===== src/rtl/i2c_pwm_regs.sv =====
// I2C target register file holding one 8-bit duty value per PWM channel.
module i2c_pwm_regs #(
    parameter int unsigned CHANNELS = 1,
    parameter logic [6:0]  I2C_ADDR = 7'h28
) (
    input  logic                     clk,
    input  logic                     n_rst,
    input  logic                     scl_in,
    input  logic                     sda_in,
    output logic                     sda_oe,
    output logic [CHANNELS-1:0][7:0] pwm_value
);

    localparam int unsigned CNT_W = 4;

    typedef enum logic [3:0] {
        S_IDLE      = 4'd0,
        S_ADDR      = 4'd1,
        S_ADDR_ACK  = 4'd2,
        S_REG       = 4'd3,
        S_REG_ACK   = 4'd4,
        S_WDATA     = 4'd5,
        S_WDATA_ACK = 4'd6,
        S_RDATA     = 4'd7,
        S_RDATA_ACK = 4'd8
    } state_t;

    state_t                    r_state;
    state_t                    w_state_nxt;
    logic                      r_scl_s1, r_scl_s2, r_scl_d;
    logic                      r_sda_s1, r_sda_s2, r_sda_d;
    logic [CNT_W-1:0]          r_bit_cnt, w_bit_cnt_nxt;
    logic [7:0]                r_shift, w_shift_nxt;
    logic [7:0]                r_ptr, w_ptr_nxt;
    logic                      r_sda_oe, w_sda_oe_nxt;
    logic                      w_wr_en;
    logic [CHANNELS-1:0][7:0]  r_pwm;
    logic                      w_scl_rise, w_scl_fall, w_start, w_stop;
    logic                      w_last;
    logic [7:0]                w_byte, w_ptr_inc, w_rd_cur, w_rd_next;

    assign sda_oe    = r_sda_oe;
    assign pwm_value = r_pwm;

    // Synchronisers plus history flop; idle-high reset avoids false events
    always_ff @(posedge clk or negedge n_rst) begin
        if (!n_rst) begin
            {r_scl_s1, r_scl_s2, r_scl_d} <= 3'b111;
            {r_sda_s1, r_sda_s2, r_sda_d} <= 3'b111;
        end else begin
            {r_scl_s1, r_scl_s2, r_scl_d} <= {scl_in, r_scl_s1, r_scl_s2};
            {r_sda_s1, r_sda_s2, r_sda_d} <= {sda_in, r_sda_s1, r_sda_s2};
        end
    end

    assign w_scl_rise = r_scl_s2 & ~r_scl_d;
    assign w_scl_fall = ~r_scl_s2 & r_scl_d;
    assign w_start    = r_scl_s2 & r_scl_d & r_sda_d & ~r_sda_s2;
    assign w_stop     = r_scl_s2 & r_scl_d & ~r_sda_d & r_sda_s2;
    assign w_byte     = {r_shift[6:0], r_sda_s2};
    assign w_last     = (r_bit_cnt == CNT_W'(7));
    assign w_ptr_inc  = r_ptr + 8'd1;

    // Read data at ptr and ptr+1; out-of-range entries read as zero
    always_comb begin
        w_rd_cur  = 8'h00;
        w_rd_next = 8'h00;
        for (int unsigned i = 0; i < CHANNELS; i++) begin
            if (r_ptr == 8'(i))     w_rd_cur  = r_pwm[i];
            if (w_ptr_inc == 8'(i)) w_rd_next = r_pwm[i];
        end
    end

    // FSM state register
    always_ff @(posedge clk or negedge n_rst) begin
        if (!n_rst) r_state <= S_IDLE;
        else        r_state <= w_state_nxt;
    end

    // FSM next-state logic; STOP and START override every state
    always_comb begin
        w_state_nxt = r_state;
        if (w_stop) begin
            w_state_nxt = S_IDLE;
        end else if (w_start) begin
            w_state_nxt = S_ADDR;
        end else begin
            case (r_state)
                S_IDLE:      w_state_nxt = S_IDLE;
                S_ADDR:      if (w_scl_rise && w_last)
                                 w_state_nxt = (w_byte[7:1] == I2C_ADDR) ? S_ADDR_ACK : S_IDLE;
                S_ADDR_ACK:  if (w_scl_fall && r_bit_cnt != '0)
                                 w_state_nxt = r_shift[0] ? S_RDATA : S_REG;
                S_REG:       if (w_scl_rise && w_last) w_state_nxt = S_REG_ACK;
                S_REG_ACK:   if (w_scl_fall && r_bit_cnt != '0) w_state_nxt = S_WDATA;
                S_WDATA:     if (w_scl_rise && w_last) w_state_nxt = S_WDATA_ACK;
                S_WDATA_ACK: if (w_scl_fall && r_bit_cnt != '0) w_state_nxt = S_WDATA;
                S_RDATA:     if (w_scl_fall && r_bit_cnt == CNT_W'(8)) w_state_nxt = S_RDATA_ACK;
                S_RDATA_ACK: if (w_scl_rise) w_state_nxt = r_sda_s2 ? S_IDLE : S_RDATA;
                default:     w_state_nxt = S_IDLE;
            endcase
        end
    end

    // FSM output logic: next values for counter, shifter, pointer, SDA drive
    always_comb begin
        w_bit_cnt_nxt = r_bit_cnt;
        w_shift_nxt   = r_shift;
        w_ptr_nxt     = r_ptr;
        w_sda_oe_nxt  = r_sda_oe;
        w_wr_en       = 1'b0;
        if (w_stop || w_start) begin
            w_bit_cnt_nxt = '0;
            w_sda_oe_nxt  = 1'b0;
        end else begin
            case (r_state)
                S_ADDR, S_REG, S_WDATA: begin
                    if (w_scl_rise) begin
                        w_shift_nxt   = w_byte;
                        w_bit_cnt_nxt = w_last ? '0 : r_bit_cnt + CNT_W'(1);
                        if (w_last && r_state == S_REG) w_ptr_nxt = w_byte;
                        if (w_last && r_state == S_WDATA) begin
                            w_wr_en   = 1'b1;
                            w_ptr_nxt = w_ptr_inc;
                        end
                    end
                end
                S_ADDR_ACK, S_REG_ACK, S_WDATA_ACK: begin
                    if (w_scl_rise) begin
                        w_bit_cnt_nxt = CNT_W'(1);
                    end else if (w_scl_fall) begin
                        if (r_bit_cnt == '0) begin
                            w_sda_oe_nxt = 1'b1;
                        end else begin
                            w_sda_oe_nxt  = 1'b0;
                            w_bit_cnt_nxt = '0;
                            if (r_state == S_ADDR_ACK && r_shift[0]) begin
                                w_shift_nxt  = w_rd_cur;
                                w_sda_oe_nxt = ~w_rd_cur[7];
                            end
                        end
                    end
                end
                S_RDATA: begin
                    if (w_scl_rise) begin
                        w_bit_cnt_nxt = r_bit_cnt + CNT_W'(1);
                    end else if (w_scl_fall) begin
                        if (r_bit_cnt == CNT_W'(8)) begin
                            w_sda_oe_nxt  = 1'b0;
                            w_bit_cnt_nxt = '0;
                        end else if (r_bit_cnt == '0) begin
                            w_sda_oe_nxt = ~r_shift[7];
                        end else begin
                            w_shift_nxt  = {r_shift[6:0], 1'b0};
                            w_sda_oe_nxt = ~r_shift[6];
                        end
                    end
                end
                S_RDATA_ACK: begin
                    if (w_scl_rise) begin
                        w_ptr_nxt     = w_ptr_inc;
                        w_bit_cnt_nxt = '0;
                        if (!r_sda_s2) w_shift_nxt = w_rd_next;
                    end
                end
                default: ;
            endcase
        end
    end

    // Datapath registers and duty array; only the addressed entry is written
    always_ff @(posedge clk or negedge n_rst) begin
        if (!n_rst) begin
            r_bit_cnt <= '0;
            r_shift   <= 8'h00;
            r_ptr     <= 8'h00;
            r_sda_oe  <= 1'b0;
            r_pwm     <= '0;
        end else begin
            r_bit_cnt <= w_bit_cnt_nxt;
            r_shift   <= w_shift_nxt;
            r_ptr     <= w_ptr_nxt;
            r_sda_oe  <= w_sda_oe_nxt;
            for (int unsigned i = 0; i < CHANNELS; i++) begin
                if (w_wr_en && r_ptr == 8'(i)) r_pwm[i] <= w_byte;
            end
        end
    end

endmodule


===== config.mk =====
export PLATFORM = sky130hd
export DESIGN_NAME = i2c_pwm_regs
export DESIGN_NICKNAME = d
export VERILOG_FILES = /design/src/rtl/i2c_pwm_regs.sv
export SDC_FILE = /design/constraint.sdc
export NUM_CORES = 1
export LEC_CHECK = 0
export CORE_UTILIZATION = 35
export CTS_BUF_LIST = sky130_fd_sc_hd__clkbuf_4 sky130_fd_sc_hd__clkbuf_8
export CTS_CLUSTER_DIAMETER = 100
export DETAILED_ROUTE_END_ITERATION = 12
export GPL_ROUTABILITY_DRIVEN = 0
export GPL_TIMING_DRIVEN = 0
export PLACE_DENSITY = 0.52
export SLEW_MARGIN = 15
export SYNTH_ARGS = -nofsm -noshare
export SYNTH_HDL_FRONTEND = slang
export SYNTH_SLANG_ARGS = --single-unit

===== constraint.sdc =====
create_clock -name clk -period 4.51 [get_ports clk]
set_input_delay 0.451 -clock clk [delete_from_list [all_inputs] [get_ports clk]]
set_output_delay 0.451 -clock clk [all_outputs]
set_load 0.01 [all_outputs]

Yosys cells after proc, flatten, opt, wreduce, memory -nomap -nowiden

Index checks and enable logic that the tools add are counted.

Bitwise gates (word level): 15
Reduce and logical (&&, ||, !) cells: 24
Add/sub/neg operators: 2
Eq/ne operators: 40
Mux-type cells: 57

Operators by type and width:

| operator            | count |
|---|---|
| $mux 8              | 17 |
| $mux 4              | 19 |
| $ne 4x4->1 const B  | 10 |
| $pmux 8 s4          | 1 |
| $pmux 4 s7          | 1 |
| $ne 2x2->1 const B  | 11 |
| $ne 3x3->1 const B  | 7 |
| $eq 4x3->1 const B  | 5 |
| $logic_not 8->1     | 2 |
| $pmux 4 s4          | 1 |
| $pmux 8 s2          | 1 |
| $reduce_and 7->1    | 2 |
| $mux 1              | 13 |
| $reduce_and 13->1   | 1 |
| $reduce_and 5->1    | 2 |
| $add 8x1->8 const B | 1 |
| $eq 4x2->1 const B  | 2 |
| $eq 4x4->1 const B  | 2 |
| $not 1->1           | 8 |
| $reduce_bool 4->1   | 2 |
| $and 1x1->1         | 7 |
| $eq 7x6->1 const B  | 1 |
| $logic_and 1x1->1   | 7 |
| $mux 3              | 2 |
| 12 further kinds    | 13 |

Flip-flop bits (word level): 39
Input port bits: 4

Depth between registers and ports, before layout

Gate-level depths: netlist of run 1.

Depth in word-level cells: 9
Depth in mapped cells: 9
Gate-level depth less buffers: 8

Worst setup path after synthesis of run 1

No wires, ideal clock.

Path kind: flip-flop to flip-flop
Start point: register r_scl_s2
End point: register r_bit_cnt[3]
Setup time: 0.079 ns
Buffers on the path: 0
Slack: 2.478 ns
Stages on the path, launching flop included: 8
Arrival time: 1.953 ns
Cell sequence: dfstp_2 > inv_1 > ha_1 > a2bb2oi_1 > a2bb2oi_1 > a31o_4 > or4_1 > a21oi_1

Cells in the longest elaborated chain, start to end: 6
Elaborated cells on any way between the ends: 21
Those cells by class: eq/ne: 6; mux: 4; bitwise: 8; reduce/logical: 3

RTL lines:

| element                                             | RTL line | source |
|---|---|---|
| from (decl)                                         | 30       | `logic r_scl_s1, r_scl_s2, r_scl_d;` |
| from (signal assigned)                              | 51       | `{r_scl_s1, r_scl_s2, r_scl_d} <= {scl_in, r_scl_s1, r_scl_s2};` |
| $and 1x1->1                                         | 58, 59   |  |
| $and 1x1->1, on equally long branches (2 in series) | 59, 58   |  |
| $logic_or 1x1->1                                    | 112      | `if (w_stop \|\| w_start) begin` |
| $ne 4x4->1 (no line) (tied with other cells)        | -        |  |
| $reduce_and 7->1 (no line)                          | -        |  |
| to (signal assigned)                                | 180      | `r_bit_cnt <= w_bit_cnt_nxt;` |
| to (decl)                                           | 32       | `logic [CNT_W-1:0] r_bit_cnt, w_bit_cnt_nxt;` |

Parallel ways exist; a longest one is shown, timed or not.
A chain may end at the register's enable or synchronous reset.

Final worst setup path of run 1

Start point: register r_sda_s2
End point: register r_shift[1]

Cells in the longest elaborated chain, start to end: 5
Elaborated cells on any way between the ends: 7
Those cells by class: eq/ne: 1; bitwise: 4; reduce/logical: 2

RTL lines:

| element                       | RTL line | source |
|---|---|---|
| from (decl)                   | 31       | `logic r_sda_s1, r_sda_s2, r_sda_d;` |
| from (signal assigned)        | 52       | `{r_sda_s1, r_sda_s2, r_sda_d} <= {sda_in, r_sda_s1, r_sda_s2};` |
| $not 1->1                     | 58       | `assign w_start = r_scl_s2 & r_scl_d & r_sda_d & ~r_sda_s2;` |
| $and 1x1->1                   | 58       |  |
| $logic_or 1x1->1              | 112      |  |
| $not 1->1 (no line)           | -        |  |
| $reduce_and 13->1 (no line) * | -        |  |
| to (signal assigned)          | 181      | `r_shift <= w_shift_nxt;` |
| to (decl)                     | 33       | `logic [7:0] r_shift, w_shift_nxt;` |

Mark *: on every way between the ends. The rest lies on a longest branch, timed or not.

==> results of run 1 <==
final timing paths:
| check | start | to | depth (start not counted) |
|---|---|---|---|
| setup / recovery | r_sda_s2$_DFF_PN1_ | r_shift[1]$_DFFE_PN0P_ | 7 |
| hold / removal | n_rst | r_state[1]$_DFFE_PN0P_ | 1 |
| setup reg to reg | r_sda_s2$_DFF_PN1_ | r_shift[1]$_DFFE_PN0P_ | 7 |
| hold reg to reg | r_sda_s1$_DFF_PN1_ | r_sda_s2$_DFF_PN1_ | 0 |
| max in group asynchronous | n_rst | r_sda_d$_DFF_PN1_ | 2 |
| min in group clk | r_sda_s1$_DFF_PN1_ | r_sda_s2$_DFF_PN1_ | 0 |
power groups by stage:
stage	clock (mW)	sequential, mW	combinational (mW)
5_1_grt	0.281	0.530	0.739
4_1_cts	0.269	0.517	0.663
6_report	0.256	0.518	0.666
3_5_place_dp	0	0.523	0.660
2_1_floorplan	0	0.491	0.510
3_3_place_gp	0	0.524	0.655
worst max-delay path: cells and delay by family, from the launching register on:
kind,cells,cell delay [ns]
compound gates,3,0.50
xor+xnor,1,0.14
buf+inv,1,0.33
flops,1,0.54
simple gates,2,1.00
logic make-up after synthesis:
| group | after synthesis | share of synthesized area |
|---|---|---|
| adder cells (fa/ha/maj) | 8 | 0.0426 |
| AO/OA/AOI/OAI | 83 | 0.238 |
| multiplexers | 7 | 0.0335 |
| flip-flops | 39 | 0.418 |
| buffers and inverters | 22 | 0.0420 |
| XOR/XNOR | 2 | 0.00745 |
| AND/OR/NAND/NOR | 95 | 0.218 |
registers in the layout, indices dropped and copies added, names as in the netlist:
| register | count |
|---|---|
| pwm_value | 8 |
| r_bit_cnt | 4 |
| r_ptr | 8 |
| r_scl_d | 1 |
| r_scl_s1 | 1 |
| r_scl_s2 | 1 |
| r_sda_d | 1 |
| r_sda_s1 | 1 |
| r_sda_s2 | 1 |
| r_shift | 8 |
| r_state | 4 |
| sda_oe | 1 |
stage by stage:
step	worst slack, ns	cells
6_report	1.96	354
5_1_grt	1.64	354
4_1_cts	1.92	354
3_5_place_dp	1.96	346
3_3_place_gp	1.89	345
2_1_floorplan	2.48	256
placed cells by master, fill, tap and decap left out, types with 3 or more instances in the layout:
cell,netlist,routed
a31o_2,7,7
o21ai_0,18,18
and3_1,3,3
a22o_1,7,7
nor2b_1,6,6
inv_1,12,12
nand3_1,13,13
nor3_1,6,6
nor2_1,25,25
dfstp_2,6,6
a31oi_1,7,7
clkbuf_1,5,5
a21o_1,3,3
clkbuf_8,0,5
a21oi_1,20,20
clkdlybuf4s50_1,0,11
nand2_1,20,20
ha_1,8,8
nor3b_1,3,3
mux2_2,7,7
and2_1,3,3
dfrtp_1,33,33
area by class of cell:
cell class | instances | area [µm²]
fill | 647 | 3750
multi-input combinational | 195 | 1270
sequential | 39 | 983
timing repair buffer | 13 | 135
tap | 77 | 96.3
clock buffer | 5 | 68.8
buffer | 10 | 53.8
inverter | 12 | 45.0
clock inverter | 3 | 23.8
metal layers:
layer | wire [µm] | part of all wire | GRT usage | vias up
met5 | 0 | 0 | 0 | -
met4 | 57 | 0.0098 | 0.0423 | 0
met3 | 225 | 0.039 | 0.0297 | 5
met2 | 2540 | 0.44 | 0.265 | 47
met1 | 2980 | 0.51 | 0.261 | 950
li1 | - | - | - | 987
==> key figures, run 1 <==
Floorplan
  – DIE WIDTH: 84.0 µm
  – Top Ports: 13
  – Die Span Y: 84.0 µm
  – Core ar.: roughly 6400 µm²
  – Initial Utilization: 0.366
  – Die area: 7050 µm²
  – Row count: 29

Clocking
  – H-tree lvl count: 2
  – PostCTS Resize Cnt: 0
  – CTS tree: yes
  – Post-CTS Hold Buffers: 0
  – Clock Latency Late Sink: 0.30 ns
  – CTS Buf Count: 5
  – Post-CTS Setup Inserts: 0
  – CTS Root Cell: clkbuf_8
  – Clock Path Buffers: 2
  – CTS Sinks: 39
  – Clock Pin Slew Worst Setup and Hold Paths: ~0.09 ns

Drt
  – WL/cell: approximately 16 µm
  – DR vias: a little under 2,000
  – Drt total wl: approximately 5.8 mm
  – DRT Pass-1 Iters: 5
  – Number of routed nets with antenna violations: 0
  – Vias per cell: 5.62
  – Drt drc: 0
  – First DRT Iteration DRCs: around 120

STA
  – RSZ-0062 raised after global routing: false
  – Final Cycle Share: 0.566
  – Final Max Tran Viols: 0
  – Final hold vios: 0
  – Slew headroom: 0.325
  – Max Clock Skew: 0.00942 ns
  – # setup viols final: 0
  – Setup TNS: 0 ns
  – Minimum clock period: 2.55 ns
  – Hold WS: 0.0585 ns
  – Worst-Margin Slew: 1.00 ns
  – Max Clk Rate: 391 MHz

Synth
  – Syn Inst Count: between 200 and 300
  – Post-synthesis sequential area ratio: 0.418
  – Synth Register Bits: 39
  – Prevailing post-synth register cell: dfrtp_1
  – Commonest cells in the netlist: dfrtp_1, nor2_1, a21oi_1, nand2_1, o21ai_0
  – Synth async-reset ratio: 1.00
  – Net count after synthesis: approximately 270
  – Top-count cell post-synth: dfrtp_1
  – Biggest area consumer among synthesized cells: dfrtp_1
  – Yosys warns: 0
  – Syn Area/Cell: 9.18 µm²
  – Mapped Area: 2350 µm²
  – Area contributors post-synth: dfrtp_1, dfstp_2, a21oi_1
  – Number of synthesized flops with an enable pin: 0
  – Cell variety after synth: 56
  – Top cell type's share of synthesized area: 0.351

Flow run
  – Max Cap Viol: 0

Pwr
  – Net load switching power: 0.634 mW
  – Worst VDD drop: roughly 0.24 mV
  – Internal: 0.805 mW
  – Clk pwr share: 0.178
  – Leakage: 1.14 nW
  – PwrDens: 538 nW/µm²
  – Comb power frac: 0.462
  – Register share of total power: 0.360
  – Switching Fraction: 0.441
  – Final Power: 1.44 mW

Critical path
  – Worst-path fanout max: 8
  – Reg2Reg Setup Slack: 1.96 ns
  – Worst path slowest cell: nor4_1
  – Crit-path max cell delay: 0.84 ns
  – WP data arrival: 2.80 ns
  – Crit. End Element: flop
  – Kind of critical path: flop to flop
  – Crit path launch type: flop
  – Cell chain of the critical path: clkbuf_1 -> xor2_1 -> nand2_1 -> o21ai_1 -> nor4_1 -> a22o_1 -> a31o_2
  – Worst EP required: 4.76 ns

Run status
  – Status: complete, no violations

Finish
  – Antenna cells: 0
  – Layout cells sized above 1: 0.144
  – Nets: roughly 290
  – Synth-to-Final Area Change: 13.8%
  – Post-layout util: 0.417
  – Design Area, Final: 2680 µm²

Place
  – Post-DP HPWL: slightly above 4 mm
  – Area after DPL: 2580 µm²
  – PortBufs: 12

Global routing
  – First-pass GRT wire length: 9.76 mm
  – Vias in the first global route: 1,870
  – Initial antenna violation count: 0
  – GRT Resource Usage Total: 0.176
  – Largest net degree at the start of global routing: 26
  – GR Overflow Total: 0

Hold path
  – Hold Crit Class: input port to asynchronous set/reset pin
Power figures use the tool's default switching activity.
==> run 2, diff against run 1 <==
--- a/config.mk
+++ b/config.mk
@@ -11,7 +11,7 @@
 export DETAILED_ROUTE_END_ITERATION = 12
 export GPL_ROUTABILITY_DRIVEN = 0
 export GPL_TIMING_DRIVEN = 0
-export PLACE_DENSITY = 0.52
+export PLACE_DENSITY = 0.54
 export SLEW_MARGIN = 15
 export SYNTH_ARGS = -nofsm -noshare
 export SYNTH_HDL_FRONTEND = slang
==> constraint.sdc (replaced) <==
create_clock -name clk -period 2.3 [get_ports clk]
set_input_delay 0.23 -clock clk [delete_from_list [all_inputs] [get_ports clk]]
set_output_delay 0.23 -clock clk [all_outputs]
set_load 0.01 [all_outputs]
==> run 2 against run 1 <==
Compared with the run above:
- power up 100%
- clock skew down 0.0018 ns
- critical path type unchanged
- critical path depth is the same
==> key figures, run 2 (synthesized netlist as in run 1, its figures left out) <==
Drt
  – Vias per cell: 5.64 (was 5.62)
  – Drt total wl: 5.99 mm (was 5.79 mm)
  – First DRT Iteration DRCs: 108 (was 122)
  – Drt drc: 0 (unchanged)
  – WL/cell: 16.5 µm (was 16.4 µm)
  – Number of routed nets with antenna violations: 0 (unchanged)
  – DRT Pass-1 Iters: 4 (was 5)
  – DR vias: 2,041 (was 1,989)

Pwr
  – Leakage: 1.21 nW (was 1.14 nW)
  – Worst VDD drop: 0.398 mV (was 0.244 mV)
  – Final Power: 2.92 mW (was 1.44 mW)
  – PwrDens: 1040 nW/µm² (was 538 nW/µm²)

Flow run
  – Max Cap Viol: 0 (unchanged)

Finish
  – Filler cell count in the final layout: 645 (was 647)
  – Post-layout util: 0.438 (was 0.417)
  – Most frequent cells in the layout: dfrtp_1, nor2_1, a21oi_1, nand2_1, o21ai_0 (was dfrtp_1, nor2_1, nand2_1, a21oi_1, o21ai_0)
  – Post-route insts no fill: 362 (was 354)
  – Most common cell after layout, fill and taps aside: dfrtp_1 (unchanged)
  – Antenna cells: 0 (unchanged)
  – Nets: 296 (was 288)
  – Design Area, Final: 2820 µm² (was 2680 µm²)
  – Synth-to-Final Area Change: 19.7% (was 13.8%)
  – Layout cells sized above 1: 0.204 (was 0.144)

Global routing
  – Largest net degree at the start of global routing: 26 (unchanged)
  – Initial antenna violation count: 0 (unchanged)
  – Vias in the first global route: 2,003 (was 1,870)
  – GR Overflow Total: 0 (unchanged)
  – First-pass GRT wire length: 10.1 mm (was 9.76 mm)
  – GRT Resource Usage Total: 0.182 (was 0.176)

Clocking
  – H-tree lvl count: 2 (unchanged)
  – CTS Root Cell: clkbuf_8 (unchanged)
  – CTS Buf Count: 5 (unchanged)
  – Clock Pin Slew Worst Setup and Hold Paths: 0.09 ns (about the same)
  – CTS tree: yes (unchanged)
  – CTS Sinks: 39 (unchanged)
  – Clock Latency Late Sink: 0.30 ns (about the same)
  – Clock Path Buffers: 2 (unchanged)

STA
  – Worst-Margin Slew: 0.640 ns (was 1.00 ns)
  – Final Cycle Share: 0.941 (was 0.566)
  – Final Max Tran Viols: 0 (unchanged)
  – Final hold vios: 0 (unchanged)
  – Max Clk Rate: 462 MHz (was 391 MHz)
  – Max Clock Skew: 0.00766 ns (was 0.00942 ns)
  – Slew headroom: 0.573 (was 0.325)
  – RSZ-0062 raised after global routing: false (unchanged)
  – # setup viols final: 0 (unchanged)
  – Minimum clock period: 2.17 ns (was 2.55 ns)
  – Setup TNS: 0 ns (unchanged)

Critical path
  – Crit. End Element: flop (unchanged)
  – R2R depth: 7 (unchanged)
  – Kind of critical path: flop to flop (unchanged)
  – Crit path launch type: flop (unchanged)
  – Reg-to-Reg Start: r_state[2]$_DFFE_PN0P_ (was r_sda_s2$_DFF_PN1_)
  – Reg2Reg Setup Slack: 0.13 ns (was 1.96 ns)
  – Worst EP required: 2.50 ns (was 4.76 ns)
  – FF-to-FF End: r_shift[1]$_DFFE_PN0P_ (unchanged)
  – Worst-path fanout max: 9 (was 8)
  – WP data arrival: 2.37 ns (was 2.80 ns)

Floorplan
  – Die area: 7050 µm² (unchanged)
  – Row count: 29 (unchanged)
  – DIE WIDTH: 84.0 µm (unchanged)
  – Core ar.: 6420 µm² (unchanged)
  – Initial Utilization: 0.366 (unchanged)
  – Die Span Y: 84.0 µm (unchanged)
  – Top Ports: 13 (unchanged)

Place
  – Post-DP HPWL: 4.14 mm (was 4.09 mm)
  – PortBufs: 12 (unchanged)
  – Area after DPL: 2580 µm² (unchanged)
  – Post-Place Cells: 346 (unchanged)

Hold path
  – Cells on Worst Hold Path: 1
  – Hold Path Sink: r_sda_s1$_DFF_PN1_
  – Hold Crit Class: input port to flop (was input port to asynchronous set/reset pin)
  – Hold Path Origin: sda_in

Run status
  – Status: complete, no violations (unchanged)
run 2: worst max-delay path, stage by stage, from the launching register on:
cell and delay [ns]:
dfrtp_1 0.48, and4b_1 0.31, o21ai_0 0.23, a31oi_2 0.17, or2_1 0.24, buf_2 0.18, a22o_1 0.25, a31o_2 0.21
run 2: layout make-up:
class | count | area (µm²) | area share
Timing Repair Buffer | 22 | 218 | 0.0773
Multi-Input combinational cell | 195 | 1330 | 0.472
Tap cell | 77 | 96.3 | 0.0342
Sequential cell | 39 | 983 | 0.349
Inverter | 12 | 45.0 | 0.0160
Clock inverter | 3 | 23.8 | 0.00844
Buffer | 9 | 52.6 | 0.0187
Clock buffer | 5 | 68.8 | 0.0244
run 2: worst max path at each step:
stage / start / to / slack [ns] / cells past startpoint
after CTS: r_state[1]$_DFFE_PN0P_ / r_bit_cnt[3]$_DFFE_PN0P_ / 0.004 / 6
final: r_state[2]$_DFFE_PN0P_ / r_shift[1]$_DFFE_PN0P_ / 0.13 / 7
after global routing: r_bit_cnt[0]$_DFFE_PN0P_ / r_ptr[2]$_DFFE_PN0P_ / 0.03 / 9
after floorplan: r_scl_s2$_DFF_PN1_ / r_bit_cnt[3]$_DFFE_PN0P_ / 0.27 / 7
after detailed placement: r_sda_s2$_DFF_PN1_ / r_ptr[7]$_DFFE_PN0P_ / -0.28 / 8
after global placement: r_sda_s2$_DFF_PN1_ / r_shift[6]$_DFFE_PN0P_ / -0.29 / 7
run 2: report_power, final:
group | leakage (nW) | internal (mW) | switching, mW | total [mW]
Sequential | 0.512 | 0.825 | 0.194 | 1.02
Clock | 0.0408 | 0.217 | 0.284 | 0.501
Combinational | 0.653 | 0.573 | 0.825 | 1.40
run 2: timing repair:
| item | in CTS | in global routing |
|---|---|---|
| setup endpoints to repair | 21 | 25 |
| hold buffers | 1 | 0 |
| hold endpoints to repair | 14 | 0 |
| pin swaps | 2 | 2 |
| setup buffers | 3 | 5 |
| resized for setup | 5 | 10 |
run 2: routing by layer:
layer  global-route usage  share of wire  vias up
li1                     -              -     1001
met1                0.261           0.50      999
met2                0.276           0.45       34
met3               0.0356          0.038        7
met4               0.0580          0.012        0
met5                    0              0        -
run 2: per-stage QoR:
| step | hold WS [ns] | setup WS [ns] |
|---|---|---|
| after floorplan | -0.0656 | 0.268 |
| after global placement | 0.347 | -0.291 |
| after detailed placement | 0.194 | -0.276 |
| after CTS | 0.318 | 0.00449 |
| after global routing | 0.311 | 0.0264 |
| final | 0.330 | 0.135 |
